$ cat config.mk
export PLATFORM = sky130hd
export DESIGN_NAME = decode_stage
export DESIGN_NICKNAME = d
export VERILOG_FILES = /design/src/rtl/riscv_pkg.sv /design/src/rtl/imm_gen.sv /design/src/rtl/decode_stage.sv
export SDC_FILE = /design/constraint.sdc
export NUM_CORES = 1
export LEC_CHECK = 0
export ABC_CLOCK_PERIOD_IN_PS = 15050
export BUFFER_PORTS_ARGS = -buffer_cell sky130_fd_sc_hd__buf_2
export CAP_MARGIN = 20
export CORE_AREA = 4 4 125 127
export CTS_CLUSTER_DIAMETER = 60
export DETAILED_ROUTE_END_ITERATION = 7
export DIE_AREA = 0 0 129 131
export PLACE_DENSITY = 0.85
export SLEW_MARGIN = 20
export SYNTH_ARGS = -nofsm -noshare
export SYNTH_HDL_FRONTEND = slang
export SYNTH_SLANG_ARGS = --single-unit
$ cat constraint.sdc
create_clock -name clk -period 15.05 [get_ports clk]
set_input_delay 3.01 -clock clk [delete_from_list [all_inputs] [get_ports clk]]
set_output_delay 3.01 -clock clk [all_outputs]
set_load 0.02 [all_outputs]
$ cat src/rtl/riscv_pkg.sv
// Shared RV32I definitions: opcodes, immediate formats,
// decode control bundle and the decode-stage stall states.
package riscv_pkg;

   localparam logic [6:0] OP_R      = 7'b0110011;
   localparam logic [6:0] OP_I      = 7'b0010011;
   localparam logic [6:0] OP_LOAD   = 7'b0000011;
   localparam logic [6:0] OP_STORE  = 7'b0100011;
   localparam logic [6:0] OP_BRANCH = 7'b1100011;
   localparam logic [6:0] OP_JAL    = 7'b1101111;
   localparam logic [6:0] OP_JALR   = 7'b1100111;
   localparam logic [6:0] OP_LUI    = 7'b0110111;
   localparam logic [6:0] OP_AUIPC  = 7'b0010111;

   typedef enum logic [2:0] {
      IMM_I,
      IMM_S,
      IMM_B,
      IMM_U,
      IMM_J,
      IMM_NONE
   } imm_type_e;

   typedef enum logic {
      ST_RUN,
      ST_BUBBLE
   } stall_state_e;

   typedef struct packed {
      imm_type_e imm_type;
      logic      reg_write;
      logic      is_load;
      logic      is_store;
      logic      is_branch;
      logic      uses_rs2;
   } ctrl_t;

   // reg_write here ignores rd; the stage masks writes to x0.
   function automatic ctrl_t decode_ctrl(input logic [6:0] op);
      ctrl_t c;
      c.imm_type  = IMM_NONE;
      c.reg_write = 1'b0;
      c.is_load   = 1'b0;
      c.is_store  = 1'b0;
      c.is_branch = 1'b0;
      c.uses_rs2  = 1'b0;
      unique case (1'b1)
         op == OP_R: begin
            c.reg_write = 1'b1;
            c.uses_rs2  = 1'b1;
         end
         op == OP_I, op == OP_JALR: begin
            c.imm_type  = IMM_I;
            c.reg_write = 1'b1;
         end
         op == OP_LOAD: begin
            c.imm_type  = IMM_I;
            c.reg_write = 1'b1;
            c.is_load   = 1'b1;
         end
         op == OP_STORE: begin
            c.imm_type = IMM_S;
            c.is_store = 1'b1;
            c.uses_rs2 = 1'b1;
         end
         op == OP_BRANCH: begin
            c.imm_type  = IMM_B;
            c.is_branch = 1'b1;
            c.uses_rs2  = 1'b1;
         end
         op == OP_LUI, op == OP_AUIPC: begin
            c.imm_type  = IMM_U;
            c.reg_write = 1'b1;
         end
         op == OP_JAL: begin
            c.imm_type  = IMM_J;
            c.reg_write = 1'b1;
         end
         default: ;
      endcase
      return c;
   endfunction

endpackage

$ cat src/rtl/imm_gen.sv
// Immediate generator: builds the sign-extended
// immediate for each RV32I instruction format.
module imm_gen
   import riscv_pkg::*;
#(
   parameter int XLEN = 32
) (
   input  logic [31:0]     instr,
   input  imm_type_e       imm_type,
   output logic [XLEN-1:0] imm
);

   logic signed [31:0] imm32;
   logic               unused_op;

   assign unused_op = ^instr[6:0];

   always_comb begin
      imm32 = '0;
      unique case (imm_type)
         IMM_I: imm32 = {{20{instr[31]}}, instr[31:20]};
         IMM_S: imm32 = {{20{instr[31]}}, instr[31:25],
                         instr[11:7]};
         IMM_B: imm32 = {{19{instr[31]}}, instr[31], instr[7],
                         instr[30:25], instr[11:8], 1'b0};
         IMM_U: imm32 = {instr[31:12], 12'b0};
         IMM_J: imm32 = {{11{instr[31]}}, instr[31],
                         instr[19:12], instr[20],
                         instr[30:21], 1'b0};
         default: imm32 = '0;
      endcase
   end

   assign imm = XLEN'(imm32);

endmodule

$ cat src/rtl/decode_stage.sv
// RV32I decode stage: operand read with WB bypass, control
// decode, load-use bubble insertion and the ID/EX register.
module decode_stage
   import riscv_pkg::*;
#(
   parameter int XLEN       = 32,
   parameter int REG_ADDR_W = 5
) (
   input  logic                  clk,
   input  logic                  rst,
   input  logic                  flush,
   input  logic                  id_valid,
   output logic                  id_ready,
   input  logic [XLEN-1:0]       id_instr,
   input  logic [XLEN-1:0]       id_pc,
   output logic [REG_ADDR_W-1:0] rf_a1,
   output logic [REG_ADDR_W-1:0] rf_a2,
   input  logic [XLEN-1:0]       rf_rd1,
   input  logic [XLEN-1:0]       rf_rd2,
   input  logic                  wb_we,
   input  logic [REG_ADDR_W-1:0] wb_rd,
   input  logic [XLEN-1:0]       wb_data,
   output logic                  ex_valid,
   input  logic                  ex_ready,
   output logic [XLEN-1:0]       ex_pc,
   output logic [XLEN-1:0]       ex_rs1_data,
   output logic [XLEN-1:0]       ex_rs2_data,
   output logic [XLEN-1:0]       ex_imm,
   output logic [REG_ADDR_W-1:0] ex_rd,
   output logic [6:0]            ex_opcode,
   output logic [2:0]            ex_funct3,
   output logic                  ex_funct7b5,
   output logic                  ex_reg_write,
   output logic                  ex_is_load,
   output logic                  ex_is_store,
   output logic                  ex_is_branch
);

   logic [6:0]            opcode;
   logic [REG_ADDR_W-1:0] rs1;
   logic [REG_ADDR_W-1:0] rs2;
   logic [REG_ADDR_W-1:0] rd;
   ctrl_t                 ctrl;
   logic [XLEN-1:0]       imm;
   logic [XLEN-1:0]       src1;
   logic [XLEN-1:0]       src2;
   logic                  reg_write;
   logic                  hazard;
   logic                  advance;
   logic                  load_en;
   logic                  kill;
   stall_state_e          state_q;
   stall_state_e          state_d;

   assign opcode = id_instr[6:0];
   assign rs1    = REG_ADDR_W'(id_instr[19:15]);
   assign rs2    = REG_ADDR_W'(id_instr[24:20]);
   assign rd     = REG_ADDR_W'(id_instr[11:7]);
   assign rf_a1  = rs1;
   assign rf_a2  = rs2;

   assign ctrl      = decode_ctrl(opcode);
   assign reg_write = ctrl.reg_write & (rd != '0);

   imm_gen #(
      .XLEN(XLEN)
   ) u_imm_gen (
      .instr    (id_instr[31:0]),
      .imm_type (ctrl.imm_type),
      .imm      (imm)
   );

   // x0 wins over the bypass, so a WB write to x0 never leaks.
   always_comb begin
      src1 = rf_rd1;
      if (rs1 == '0)
         src1 = '0;
      else if (wb_we && wb_rd == rs1)
         src1 = wb_data;
   end

   always_comb begin
      src2 = rf_rd2;
      if (rs2 == '0)
         src2 = '0;
      else if (wb_we && wb_rd == rs2)
         src2 = wb_data;
   end

   assign hazard = ex_valid & ex_is_load & (ex_rd != '0) &
                   ((ex_rd == rs1) |
                    (ctrl.uses_rs2 & (ex_rd == rs2)));

   assign advance  = ex_ready | ~ex_valid;
   assign id_ready = flush | (advance & ~hazard);

   always_ff @(posedge clk or posedge rst) begin
      if (rst)
         state_q <= ST_RUN;
      else
         state_q <= state_d;
   end

   // flush clears ID/EX even while execute is holding it.
   always_comb begin
      state_d = state_q;
      load_en = 1'b0;
      kill    = 1'b0;
      if (flush)
         kill = 1'b1;
      else if (advance) begin
         if (hazard)
            kill = 1'b1;
         else
            load_en = 1'b1;
      end
      unique case (state_q)
         ST_RUN:
            if (!flush && hazard && advance)
               state_d = ST_BUBBLE;
         ST_BUBBLE:
            state_d = ST_RUN;
         default:
            state_d = ST_RUN;
      endcase
   end

   always_ff @(posedge clk or posedge rst) begin
      if (rst) begin
         ex_valid     <= 1'b0;
         ex_pc        <= '0;
         ex_rs1_data  <= '0;
         ex_rs2_data  <= '0;
         ex_imm       <= '0;
         ex_rd        <= '0;
         ex_opcode    <= '0;
         ex_funct3    <= '0;
         ex_funct7b5  <= 1'b0;
         ex_reg_write <= 1'b0;
         ex_is_load   <= 1'b0;
         ex_is_store  <= 1'b0;
         ex_is_branch <= 1'b0;
      end else if (kill) begin
         ex_valid <= 1'b0;
      end else if (load_en) begin
         ex_valid     <= id_valid;
         ex_pc        <= id_pc;
         ex_rs1_data  <= src1;
         ex_rs2_data  <= src2;
         ex_imm       <= imm;
         ex_rd        <= rd;
         ex_opcode    <= opcode;
         ex_funct3    <= id_instr[14:12];
         ex_funct7b5  <= id_instr[30];
         ex_reg_write <= reg_write;
         ex_is_load   <= ctrl.is_load;
         ex_is_store  <= ctrl.is_store;
         ex_is_branch <= ctrl.is_branch;
      end
   end

endmodule

---- After elaboration in Yosys (flattened, before gate mapping) ----
Index checks and enable logic that the tools add are counted.
operators by class
  reduce and logical (&&, ||, !) cells .... 13
  equal/unequal tests ..................... 17
  muxes and demuxes ....................... 19
  bitwise operators ....................... 12
operators with widths
  operator                                                                number
  32-bit case mux with 5 select lines                                     1
  32-bit 2-to-1 mux                                                       4
  7-bit by 6-bit equality test with 1-bit output (second input constant)  3
  7-bit equality test (second input constant)                             3
  5-bit equality test                                                     4
  3-bit case mux with 5 select lines                                      1
  7-bit by 5-bit equality test with 1-bit output (second input constant)  2
  1-bit 2-to-1 mux                                                        13
  5-bit zero test                                                         2
  5-bit nonzero test                                                      2
  7-bit by 2-bit equality test with 1-bit output (second input constant)  1
  7-bit OR reduction                                                      1
  1-bit bitwise AND                                                       6
  3-bit by 2-bit equality test with 1-bit output (second input constant)  2
  3-bit OR reduction                                                      2
  3-bit by 1-bit equality test with 1-bit output (second input constant)  1
  3-bit equality test (second input constant)                             1
  3-bit zero test                                                         1
  1-bit inverter                                                          3
  1-bit OR                                                                3
  1-bit logical AND                                                       2
  2-bit AND reduction                                                     1
  2-bit nonzero test                                                      1
  2-bit OR reduction                                                      1
word-level totals
  logic and storage cells ................. 74
  bits in registers ....................... 149
  bits of input ports ..................... 171
  output and inout bits ................... 160

---- Depth between registers and ports, before layout ----
  depth in word-level cells ............... 11
  mapped depth ............................ 9
  depth with buffers taken out ............ 5

---- Hierarchy ----
From an unflattened synthesis, not the netlist that was laid out.
second synthesis, totals
  cells, all modules ...................... 654
  area total of the unflattened synthesis .. 7,778.7 um^2
modules (own cells, without submodules)
  module        sequential area each (um^2)  area an instance (um^2)  times used  cells an instance
  decode_stage  3,728.6                      7,262.0                  1           557
  imm_gen       0.0                          516.7                    1           97

---- Worst setup path before layout ----
OpenSTA, ideal clock, no wires.
  path kind ............................... input -> output
  start point ............................. input id_instr[3]
  end point ............................... output id_ready
  data required time ...................... 12.040 ns
  stages on the path ...................... 7
  path buffers ............................ 3
  arrival ................................. 4.393 ns
  path slack .............................. 7.647 ns
  cells stage by stage .................... clkbuf_1 -> nor2_1 -> nand4_1 -> nor4_1 -> buf_2 -> clkbuf_1 -> o31ai_1
between the ends
  cells in the longest elaborated chain, start to end .. 9
  elaborated cells on any way between the ends .. 11
  classes of those cells .................. eq/ne (3); mux (1); bitwise (6); reduce/logical (1)
RTL lines
  item                                                                          RTL line            RTL
  start: declaration                                                            decode_stage.sv:14  input logic [XLEN-1:0] id_instr,
  7-bit by 6-bit equality test with 1-bit output, or another cell as far along  riscv_pkg.sv:48     op == OP_R: begin
  3-bit OR reduction (no line) *                                                n/a
  1-bit 2-to-1 mux *                                                            riscv_pkg.sv:47     unique case (1'b1)
  1-bit bitwise AND *                                                           decode_stage.sv:92  (ctrl.uses_rs2 & (ex_rd == rs2)));
  1-bit OR *                                                                    decode_stage.sv:91  ((ex_rd == rs1) |
  1-bit bitwise AND *                                                           decode_stage.sv:90  assign hazard = ex_valid & ex_is_load & (ex_rd != '0) &
  1-bit inverter *                                                              decode_stage.sv:95  assign id_ready = flush | (advance & ~hazard);
  1-bit bitwise AND *                                                           decode_stage.sv:95
  1-bit OR *                                                                    decode_stage.sv:95
  end: declaration                                                              decode_stage.sv:13  output logic id_ready,
Every way passes the cells marked *; elsewhere a longest branch is shown, timed or not.

---- Final worst setup path ----
Same ends and word-level chain as after synthesis.

==> results.toml <==
[status]
status = "finished, final reports clean"

[cts]
cts_resized = 0
root_buffer = "clkbuf_16"
cts_buffer_depth = 2
cts_inserted_buffers = 17
cts_num_sinks = 149
clkTransAtPathRegs_ps = 60
cts_tree = "built"
cts_setup_buffers = 0
clk_latency_ps = 420
cts_hold_buf = 0
htreeDepth = 4

[yosys]
netlist.area_leader.share = 0.513
post_synth_num_cell_types = 45
synth_ff_type = "dfrtp_1"
yosysMostFrequentCell = "dfrtp_1"
ys_top_cells_by_area = "dfrtp_1 (51%), mux2i_1 (9.0%), mux2_2 (8.2%)"
yosysWarnings = 0
synth_common_cells = "dfrtp_1 (149), o21ai_0 (109), mux2i_1 (65)"
synth-seq-cells = 149
syn-num-nets = 820
synth_edf_count = 0
async_flop_share = 1.00
synth.avg_cell_area_um2 = 11.2
netlist_area_um2 = 7270
syn_inst = 649
ys_seq_area_frac = 0.513
yosysTopAreaCell = "dfrtp_1"

[global_route]
grt_pass1_vias = 6364
grt_start_max_net_pins = 100
grt_usage = 0.273
grt_pass1_wl_um = 35600
grt_overflow_total = 0
antenna_found_initial = 0

[sta]
tightest_slew_ps = 1040
maxClockFrequency_ghz = 0.126
period_minus_slack_ps = 7940
rsz0062_at_grt = "no"
finalCritPeriodShare = 0.527
finClkSkew_ps = 7.12
setup_slack_ps = 7110
relSlewSlack = 0.305
setup_violations = 0
tns_ps = 0
report.final.slew_viol_count = 0
final_hold_viol_count = 0

[route]
post_drt_wl_per_cell_um = 20.9
post_drt_via_cell_ratio = 5.80
dr.pass1.iters = 5
finalWirelength_um = 23600
ant_nets = 0
vias = 6566
drc_errors = 0
drt_iter0_drc = 502

[power]
power_leakage_uw = 0.00445
peakVddDrop_v = 0.0000901
p_per_area_nw_per_um2 = 121

[setup_path]
start_kind = "primary input"
r2r-end = "ex_rs1_data[12]"
reg2regPathDepth = 7
crit_path_max_fanout = 92
cp-end-kind = "output pin"
path_class = "primary input to output pin"
crit-reg2reg-launch = "ex_rd[2]"
r2r_slack_ps = 11730
critPathArrivalTime_ps = 4930
required_ps = 12040

[floorplanning]
start_util = 0.504
die_h_um = 131
die-area_um2 = 16900
rows = 44
die_w_um = 129
pin_count = 331
core_area_um2 = 14400

[placed_design]
dp_worst_setup_slack_ps = 7220
gp_routability_congestion = 0.851
dp.final_hpwl_um = 17100
portBuffers = 330

[final_layout]
drive_above_1_share = 0.459
antenna_cells = 0
nFillCells = 1120
syn2layout_area_growth_pct = 31.4
finish.utilization = 0.662
nets = 1107

[hold_path]
hold_class = "register to register"
min_from = "ex_opcode[6]"
whs_path_depth = 1
min_to = "ex_opcode[6]"

[flow_run]
cap_violations = 0
-- area by class of cell --
| type | count | area, µm² | share of cell area |
|---|---|---|---|
| sequential | 149 | 3730 | 0.390 |
| clock buffer | 22 | 464 | 0.0486 |
| inverter | 4 | 20.0 | 0.00210 |
| timing repair buffer | 336 | 1710 | 0.179 |
| tap | 184 | 230 | 0.0241 |
| multi-input combinational | 428 | 3220 | 0.337 |
| clock inverter | 9 | 175 | 0.0183 |
-- cells in the final DEF (no fill, tap or decap), types with 8 or more instances in the layout --
cell	Yosys	layout
a21oi_1	23	23
buf_2	8	330
clkbuf_16	0	17
dfrtp_1	149	149
mux2_1	8	8
mux2_2	53	53
mux2i_1	65	65
nand2_1	22	22
o21ai_0	109	109
o21ai_1	8	8
o31ai_1	59	59
xnor2_1	11	11
xor2_1	10	10
-- metrics by stage --
step | total power [µW] | cells | instance area [µm²] | hold WS (ps)
2_1_floorplan | 600 | 649 | 7270 | 609
3_3_place_gp | 689 | 1100 | 8890 | 466
3_5_place_dp | 695 | 1100 | 8890 | 473
4_1_cts | 1160 | 1131 | 9530 | 486
5_1_grt | 1200 | 1132 | 9550 | 507
6_report | 1150 | 1132 | 9550 | 487
-- registers in the layout (all words and copies together) (netlist names), 3 cells and up --
name         flops
ex_rs2_data     32
ex_imm          32
ex_opcode        7
ex_rs1_data     32
ex_rd            5
ex_pc           32
ex_funct3        3
-- critical path, cell delays in order --
cell	delay, ps
buf_2	160
nor2_1	250
nand4_1	160
nor4_2	280
buf_4	670
o31ai_1	110
buf_2	190
-- layer usage --
layer	share of wire	global-route usage	vias to the layer above	routed length (µm)
met5	0	0	-	0
met4	0.024	0.101	0	567
met3	0.093	0.0772	36	2190
met2	0.51	0.460	342	11900
met1	0.38	0.335	3240	8910
li1	-	-	2948	-
-- how the worst max path moves through the flow --
stage,endpoint,from,slack (ps)
floorplan,id_ready,id_instr[3],7650
global placement,id_ready,id_instr[3],7270
detailed placement,id_ready,id_instr[2],7220
CTS,id_ready,id_instr[2],7200
global route,id_ready,id_instr[2],7000
finish,id_ready,id_instr[3],7110
-- cells by family (layout without fill, tap and decap cells) --
logic type	after synthesis	after routing	synth area share
xor gates and xnor gates	21	21	0.0253
and+or+nand+nor	63	63	0.0458
muxes	126	126	0.184
AOI/OAI and AO/OA	218	218	0.185
buffers and inverters	72	371	0.0468
DFF	149	149	0.513
-- power by group --
| group | internal, µW | total (µW) | switching (µW) |
|---|---|---|---|
| clock network | 301 | 462 | 160 |
| registers | 440 | 464 | 23.2 |
| logic | 85.2 | 226 | 141 |
No activity file was read; power rests on OpenSTA's default activity.
